==> src/rtl/vga_text_render.sv <==
// vga_text_render: four-stage text-mode pixel pipeline.
// Turns sync-generator pixel coordinates into palette indices by reading a
// character buffer and a font ROM, both with one-cycle read latency, and
// overlays a blinking underline cursor. Sync and blanking travel a matched
// delay line so that hsync_o/vsync_o line up with color_o.
module vga_text_render #(
    parameter int COLS         = 80,
    parameter int ROWS         = 30,
    parameter int BLINK_FRAMES = 32
) (
    input  logic        clk_i,
    input  logic        rstn_i,
    input  logic [9:0]  x_px_i,
    input  logic [9:0]  y_px_i,
    input  logic        activevideo_i,
    input  logic        hsync_i,
    input  logic        vsync_i,
    output logic [11:0] char_addr_o,
    input  logic [15:0] char_data_i,
    output logic [11:0] font_addr_o,
    input  logic [7:0]  font_data_i,
    input  logic        cursor_en_i,
    input  logic [6:0]  cursor_col_i,
    input  logic [4:0]  cursor_row_i,
    output logic [3:0]  color_o,
    output logic        hsync_o,
    output logic        vsync_o
);

    localparam int       CNT_W     = (BLINK_FRAMES > 1) ? $clog2(BLINK_FRAMES) : 1;
    localparam logic [CNT_W-1:0] CNT_LAST = CNT_W'(BLINK_FRAMES - 1);
    localparam logic [6:0] COLS_L  = 7'(COLS);
    localparam logic [5:0] ROWS_L  = 6'(ROWS);

    logic [6:0]  col;
    logic [5:0]  row;
    logic [11:0] row_ext;
    logic [11:0] row_offset;
    logic [11:0] next_addr;
    logic        cursor_hit;

    logic [3:0]       hs_pipe;
    logic [3:0]       vs_pipe;
    logic [2:0]       av_pipe;
    logic [1:0][2:0]  x_pipe;
    logic [3:0]       y_d1;
    logic [1:0]       hit_pipe;

    logic [3:0]  fg_s2;
    logic [3:0]  bg_s2;
    logic [3:0]  pixel_s3;
    logic        font_bit;

    logic [CNT_W-1:0] frame_cnt;
    logic             blink_on;
    logic             vs_prev;

    assign col     = x_px_i[9:3];
    assign row     = y_px_i[9:4];
    assign row_ext = {6'b0, row};

    // The common 80-column case uses shifts and an add instead of a multiplier.
    generate
        if (COLS == 80) begin : g_mul80
            assign row_offset = (row_ext << 6) + (row_ext << 4);
        end else begin : g_mulgen
            assign row_offset = 12'(row_ext * 12'(COLS));
        end
    endgenerate

    assign next_addr = row_offset + {5'b0, col};

    // Cursor is an underline on the last two glyph lines; off-screen positions never match.
    assign cursor_hit = cursor_en_i
                     && (col == cursor_col_i)
                     && (row == {1'b0, cursor_row_i})
                     && (y_px_i[3:1] == 3'b111)
                     && (cursor_col_i < COLS_L)
                     && ({1'b0, cursor_row_i} < ROWS_L);

    assign font_bit = font_data_i[~x_pipe[1]];

    // Stage 1: buffer address, held while blanking, plus the delay lines.
    always_ff @(posedge clk_i or negedge rstn_i) begin
        if (!rstn_i) begin
            char_addr_o <= '0;
            hs_pipe     <= '1;
            vs_pipe     <= '1;
            av_pipe     <= '0;
            x_pipe      <= '0;
            y_d1        <= '0;
            hit_pipe    <= '0;
        end else begin
            if (activevideo_i) begin
                char_addr_o <= next_addr;
            end
            hs_pipe  <= {hs_pipe[2:0], hsync_i};
            vs_pipe  <= {vs_pipe[2:0], vsync_i};
            av_pipe  <= {av_pipe[1:0], activevideo_i};
            x_pipe   <= {x_pipe[0], x_px_i[2:0]};
            y_d1     <= y_px_i[3:0];
            hit_pipe <= {hit_pipe[0], cursor_hit};
        end
    end

    // Stage 2: font ROM address from the glyph code and capture of the colour pair.
    always_ff @(posedge clk_i or negedge rstn_i) begin
        if (!rstn_i) begin
            font_addr_o <= '0;
            fg_s2       <= '0;
            bg_s2       <= '0;
        end else begin
            font_addr_o <= {char_data_i[7:0], y_d1};
            fg_s2       <= char_data_i[11:8];
            bg_s2       <= char_data_i[15:12];
        end
    end

    // Stages 3 and 4: pick fg/bg from the glyph bit or visible cursor, then blank.
    always_ff @(posedge clk_i or negedge rstn_i) begin
        if (!rstn_i) begin
            pixel_s3 <= '0;
            color_o  <= '0;
        end else begin
            pixel_s3 <= ((hit_pipe[1] && blink_on) || font_bit) ? fg_s2 : bg_s2;
            color_o  <= av_pipe[2] ? pixel_s3 : 4'd0;
        end
    end

    // Frame counter on registered vsync falling edges drives the cursor blink.
    always_ff @(posedge clk_i or negedge rstn_i) begin
        if (!rstn_i) begin
            frame_cnt <= '0;
            blink_on  <= 1'b1;
            vs_prev   <= 1'b1;
        end else begin
            vs_prev <= vsync_i;
            if (vs_prev && !vsync_i) begin
                if (frame_cnt == CNT_LAST) begin
                    frame_cnt <= '0;
                    blink_on  <= ~blink_on;
                end else begin
                    frame_cnt <= frame_cnt + 1'b1;
                end
            end
        end
    end

    assign hsync_o = hs_pipe[3];
    assign vsync_o = vs_pipe[3];

endmodule

==> config.mk <==
export PLATFORM = sky130hd
export DESIGN_NAME = vga_text_render
export DESIGN_NICKNAME = d
export VERILOG_FILES = /design/src/rtl/vga_text_render.sv
export SDC_FILE = /design/constraint.sdc
export NUM_CORES = 1
export LEC_CHECK = 0
export ABC_AREA = 0
export ABC_CLOCK_PERIOD_IN_PS = 2100
export BUFFER_PORTS_ARGS = -buffer_cell sky130_fd_sc_hd__buf_2
export CAP_MARGIN = 25
export CORE_ASPECT_RATIO = 1.75
export CORE_MARGIN = 1
export CORE_UTILIZATION = 49
export DETAILED_ROUTE_END_ITERATION = 8
export PLACE_DENSITY = 0.87
export SYNTH_ARGS = -nofsm -noshare
export SYNTH_HDL_FRONTEND = slang
export SYNTH_SLANG_ARGS = --single-unit
==> constraint.sdc <==
create_clock -name clk_i -period 2.1 [get_ports clk_i]
set_clock_uncertainty 0.1 [all_clocks]
set_input_delay 0.21 -clock clk_i [delete_from_list [all_inputs] [get_ports clk_i]]
set_output_delay 0.21 -clock clk_i [all_outputs]
set_load 0.03 [all_outputs]
### Yosys cells after proc, flatten, opt, wreduce, memory -nomap -nowiden

Index checks and enable logic that the tools add are counted.

| word-level totals | value |
|---|---|
| flip-flop bits (word level) | 70 |
| output and inout bits | 30 |

| operators by class | value |
|---|---|
| order comparisons | 3 |
| equal/unequal tests | 4 |
| bitwise gates (word level) | 2 |
| reduce and logical (&&, ||, !) cells | 10 |
| add/subtract/negate cells | 3 |
| muxes and demuxes | 5 |

Operator list:

| operator | number |
|---|---|
| 12-bit by 10-bit adder with 12-bit output | 1 |
| 12-bit by 7-bit adder with 12-bit output | 1 |
| 4-bit two-way mux | 2 |
| 7-bit equality test | 1 |
| 1-bit logical AND | 7 |
| 7-bit less-than comparator, second input constant | 1 |
| 6-bit by 5-bit equality test with 1-bit output | 1 |
| 5-bit by 1-bit adder with 5-bit output, second input constant | 1 |
| 5-bit equality test, second input constant | 1 |
| 5-bit less-than comparator, second input constant | 1 |
| 5-bit two-way mux | 1 |
| 3-bit by 4-bit less-than comparator with 1-bit output, second input constant | 1 |
| 1-bit binary-select mux with 3-bit select | 1 |
| 3-bit equality test, second input constant | 1 |
| 3-bit inverter | 1 |
| 2-bit AND reduction | 1 |
| 1-bit logical NOT | 1 |
| 1-bit logical OR | 1 |
| 1-bit two-way mux | 1 |
| 1-bit inverter | 1 |

### Longest topological paths before layout

| logic depth | value |
|---|---|
| depth in word-level cells | 6 |
| depth in mapped cells | 7 |
| gate-level depth less buffers | 7 |

### Least setup slack after synthesis

No wires, ideal clock.

| timing path | value |
|---|---|
| path kind | input to register |
| from | input x_px_i[9] |
| to | register char_addr_o[11] |
| setup time | 68 ps |
| buffers on the path | 0 |
| slack | -25 ps |
| data arrival time | 1957 ps |
| stages | 6 |
| path through | fa_1 > fa_1 > a21o_1 > a31o_2 > a211o_1 > nand3_1 |

| on the way | value |
|---|---|
| word-level cells in the longest chain between the ends | 1 |

Ends and longest elaborated chain:

| item | RTL line | source |
|---|---|---|
| start, declared | 13 | `input logic [9:0] x_px_i,` |
| 12-bit by 7-bit adder with 12-bit output | 71 | `assign next_addr = row_offset + {5'b0, col};` |
| end signal, assigned | 95 | `char_addr_o <= next_addr;` |
| end, declared | 18 | `output logic [11:0] char_addr_o,` |

No other way between the ends.
A chain may end at the register's enable or synchronous reset.

### Worst setup path in the final report

| timing path | value |
|---|---|
| from | register x_pipe[3] (netlist name) |
| to | register pixel_s3[3] |

| on the way | value |
|---|---|
| word-level cells in the longest chain between the ends | 5 |

Ends and longest elaborated chain:

| item | RTL line | source |
|---|---|---|
| start, declared | 45 | `logic [1:0][2:0] x_pipe;` |
| start signal, assigned | 100 | `x_pipe <= {x_pipe[0], x_px_i[2:0]};` |
| 3-bit inverter | 81 | `assign font_bit = font_data_i[~x_pipe[1]];` |
| 1-bit binary-select mux with 3-bit select | 81 |  |
| 1-bit two-way mux (not written as such) | 81 |  |
| 1-bit logical OR | 125 | `pixel_s3 <= ((hit_pipe[1] && blink_on) \|\| font_bit) ? fg_s2 : bg_s2;` |
| 4-bit two-way mux | 125 |  |
| end signal, assigned | 125 |  |
| end, declared | 51 | `logic [3:0] pixel_s3;` |

No other way between the ends. The select of a mux whose other input is x is not followed.

==> results by group <==
Layout
  • Proportion of layout cells with a drive suffix above 1: 0.442
  • Area used by multi-input combinational logic: 901 sq um
  • Layout area overhead: 39.1%
  • Ant diodes: 0
  • Fill cell count: 364
  • Post-Layout Cell Count: 374
  • Final net count: 391
  • Total area of sequential cells: 1740 sq um

Logic synthesis
  • Synth Register Bits: 69
  • Mapped Area: 2660 sq um
  • Top cells by count, synth: dfrtp_1, ha_1, xnor2_1
  • Top-count cell post-synth: dfrtp_1
  • Synth warn: 0
  • Gate count after technology mapping: 180
  • Post-synthesis sequential area ratio: 0.655
  • Netlist cell types: 34
  • Share of the synthesized area in the top cell type: 0.566
  • Main synth FF type: dfrtp_1
  • Average cell area after synthesis: 14.8 sq um
  • Mapped Nets: 257
  • Synth top area cells: dfrtp_1, dfstp_2, ha_1
  • Post-synth EDFFs: 0
  • Ys async rst share: 1.00
  • Yosys top cell by area: dfrtp_1

Timing
  • Hold Vio Cnt, Final: 0
  • Final min period: 1.97 ns
  • Max-slew violation count: 0
  • Worst slew pin tran: 0.463 ns
  • Final setup vio count: 0
  • RSZ-0062 raised after global routing: no
  • Setup TNS Final: 0 ns
  • Final worst-path cycle share: 0.937
  • Worst rel slew slack: 0.683
  • Highest clock rate: 0.508 GHz

CTS
  • Clk Tree Root Cell: clkbuf_8
  • H-tree depth: 3
  • Skew-Pair Late Insertion Delay: 0.34 ns
  • Sink Count: 69
  • Setup Fix Bufs, Post-CTS: 0
  • Clk buf depth: 2
  • Clock slew seen by the registers of the worst setup and hold paths: 0.08 ns
  • CTS tree: done
  • Post-CTS sizing: 0
  • CTS Buf Count: 9

Power
  • Pwr Density: 863 nW/um^2
  • Pleak: 1.81 nW
  • Psw: 0.938 mW
  • P_int: 2.25 mW
  • Net Sw Frac: 0.294
  • Seq pwr share: 0.486
  • Combinational Power Share: 0.204
  • Clk pwr share: 0.310
  • Worst IR drop on VDD: 0.000617 V
  • Power after layout: 3.19 mW

Routing
  • Total Wirelength: 5800 um
  • Drt pass-1 iters: 6
  • Drt initial violations: 64
  • Detail Route Antenna Nets: 0
  • Via count: 1933
  • Drt drc: 3
  • DR WL/cell: 15.5 um
  • Routed vias/inst: 5.17

Critical path
  • CP max-delay cell: mux4_2
  • RR Startpoint: x_pipe[3]$_DFF_PN0_
  • Critical Path Fanout Max: 4
  • R2r worst-path depth: 4
  • Reg2reg end: pixel_s3[3]$_DFF_PN0_
  • Crit-path max cell delay: 0.52 ns
  • CP arrival: 2.09 ns
  • WP buf/inv: 0
  • WP data required: 2.22 ns
  • Worst setup EP type: flip-flop
  • Largest delay share family, worst path: multiplexers
  • Reg2Reg Setup Slack: 0.13 ns
  • Startpoint types: flip-flop
  • CP Class: reg -> reg
  • Crit path cell chain: mux4_2 > nor2b_1 > a221o_2 > mux2_4

Floorplanning
  • Ports: 92
  • Die area: 5730 sq um
  • CORE AREA: 5260 sq um
  • Die X: 57.6 um
  • Chip height: 99.4 um
  • Row count: 35
  • Starting Density: 0.505

Global routing
  • Initial antenna violation count: 0
  • Total grt overflow: 0
  • Global-route wire length before repair: 9410 um
  • Gr usage total: 0.225
  • Vias in the first global route: 2098
  • Largest net degree at the start of global routing: 70

Hold path
  • Worst Hold Launch: x_px_i[5]
  • Hold Crit Class: in -> reg
  • Hold Path Stages: 2
  • Hold endpoint: char_addr_o[2]$_DFFE_PN0P_

Placement
  • # port buffers: 91
  • GP Congestion: 0.777
  • DP Cell Count: 332
  • Detail Placement HPWL: 3990 um

Run status
  • Status: finished with violations
  • Violated checks: DRC

Job
  • Max_cap viols: 0
metrics by stage:
stage	worst slack [ns]	instance area, sq um	utilization	hold slack (ns)
2_1_floorplan	0.0276	2660	-	-0.186
5_1_grt	0.0857	3690	0.703	0.0101
3_3_place_gp	-0.132	3250	0.618	0.151
4_1_cts	0.108	3690	0.703	0.0139
3_5_place_dp	-0.180	3250	0.618	0.156
6_report	0.133	3690	0.703	0.0204
state kept, by name (all words and copies together) (netlist names):
signal       cells
av_pipe          3
blink_on         1
hs_pipe          4
color_o          4
char_addr_o     12
frame_cnt        5
font_addr_o     12
bg_s2            4
fg_s2            4
vs_pipe          4
hit_pipe         2
pixel_s3         4
y_d1             4
x_pipe           6
routing by layer:
layer  routed length, um  share of wire  track usage  vias up
li1                    -              -            -      900
met1                2060           0.36        0.244      937
met2                3310           0.57        0.400       82
met3                 294          0.051       0.0637       14
met4                 134          0.023       0.0976        0
met5                   0              0            0        -
layout by cell type, fill, tap and decap left out, types with 3 or more instances in the layout:
| cell | instances |
|---|---|
| buf_2 | 91 |
| nand2_1 | 12 |
| and2_1 | 4 |
| nand3_1 | 4 |
| ha_1 | 13 |
| mux2_2 | 9 |
| mux2_4 | 4 |
| dfstp_2 | 9 |
| a21oi_1 | 5 |
| buf_4 | 7 |
| dlygate4sd3_1 | 26 |
| inv_1 | 3 |
| nand2b_1 | 4 |
| o21ai_0 | 6 |
| xnor2_1 | 13 |
| dfrtp_1 | 60 |
| a21o_1 | 3 |
| nand4_1 | 3 |
| clkbuf_8 | 11 |
| nor2b_1 | 4 |
area by class of cell:
type                       instances  area share
sequential                        69       0.471
clock inverter                     5     0.00949
inverter                           3     0.00305
multi-input combinational        106       0.244
clock buffer                      11      0.0410
tap                               55      0.0186
timing repair buffer             125       0.213
power groups by stage:
stage | sequential (mW) | clock [mW] | combinational [mW]
floorplan | 1.69 | 0 | 0.234
global route | 1.56 | 1.06 | 0.708
detailed placement | 1.57 | 0 | 0.610
CTS | 1.55 | 1.00 | 0.649
global placement | 1.56 | 0 | 0.585
finish | 1.55 | 0.988 | 0.651
worst max path at each step:
stage | endpoint | startpoint | cells past startpoint
after detailed placement | char_addr_o[11]$_DFFE_PN0P_ | x_px_i[9] | 7
after global placement | char_addr_o[11]$_DFFE_PN0P_ | x_px_i[9] | 7
final | pixel_s3[3]$_DFF_PN0_ | x_pipe[3]$_DFF_PN0_ | 4
after floorplan | char_addr_o[11]$_DFFE_PN0P_ | x_px_i[9] | 6
after CTS | pixel_s3[3]$_DFF_PN0_ | x_pipe[3]$_DFF_PN0_ | 4
after global routing | pixel_s3[3]$_DFF_PN0_ | x_pipe[3]$_DFF_PN0_ | 4
cell families after synthesis:
family,synth area share
buf+inv,0.00707
compound gates,0.0566
flops,0.655
xor+xnor,0.0462
simple gates,0.0801
fa+ha+maj,0.0763
mux,0.0792
what timing repair did:
item | 4_1_cts | 5_1_grt
hold buffers | 26 | 0
endpoints found under the setup margin | 0 | 0
endpoints found under the hold margin | 85 | 0
(Power assumes the default switching activity.)
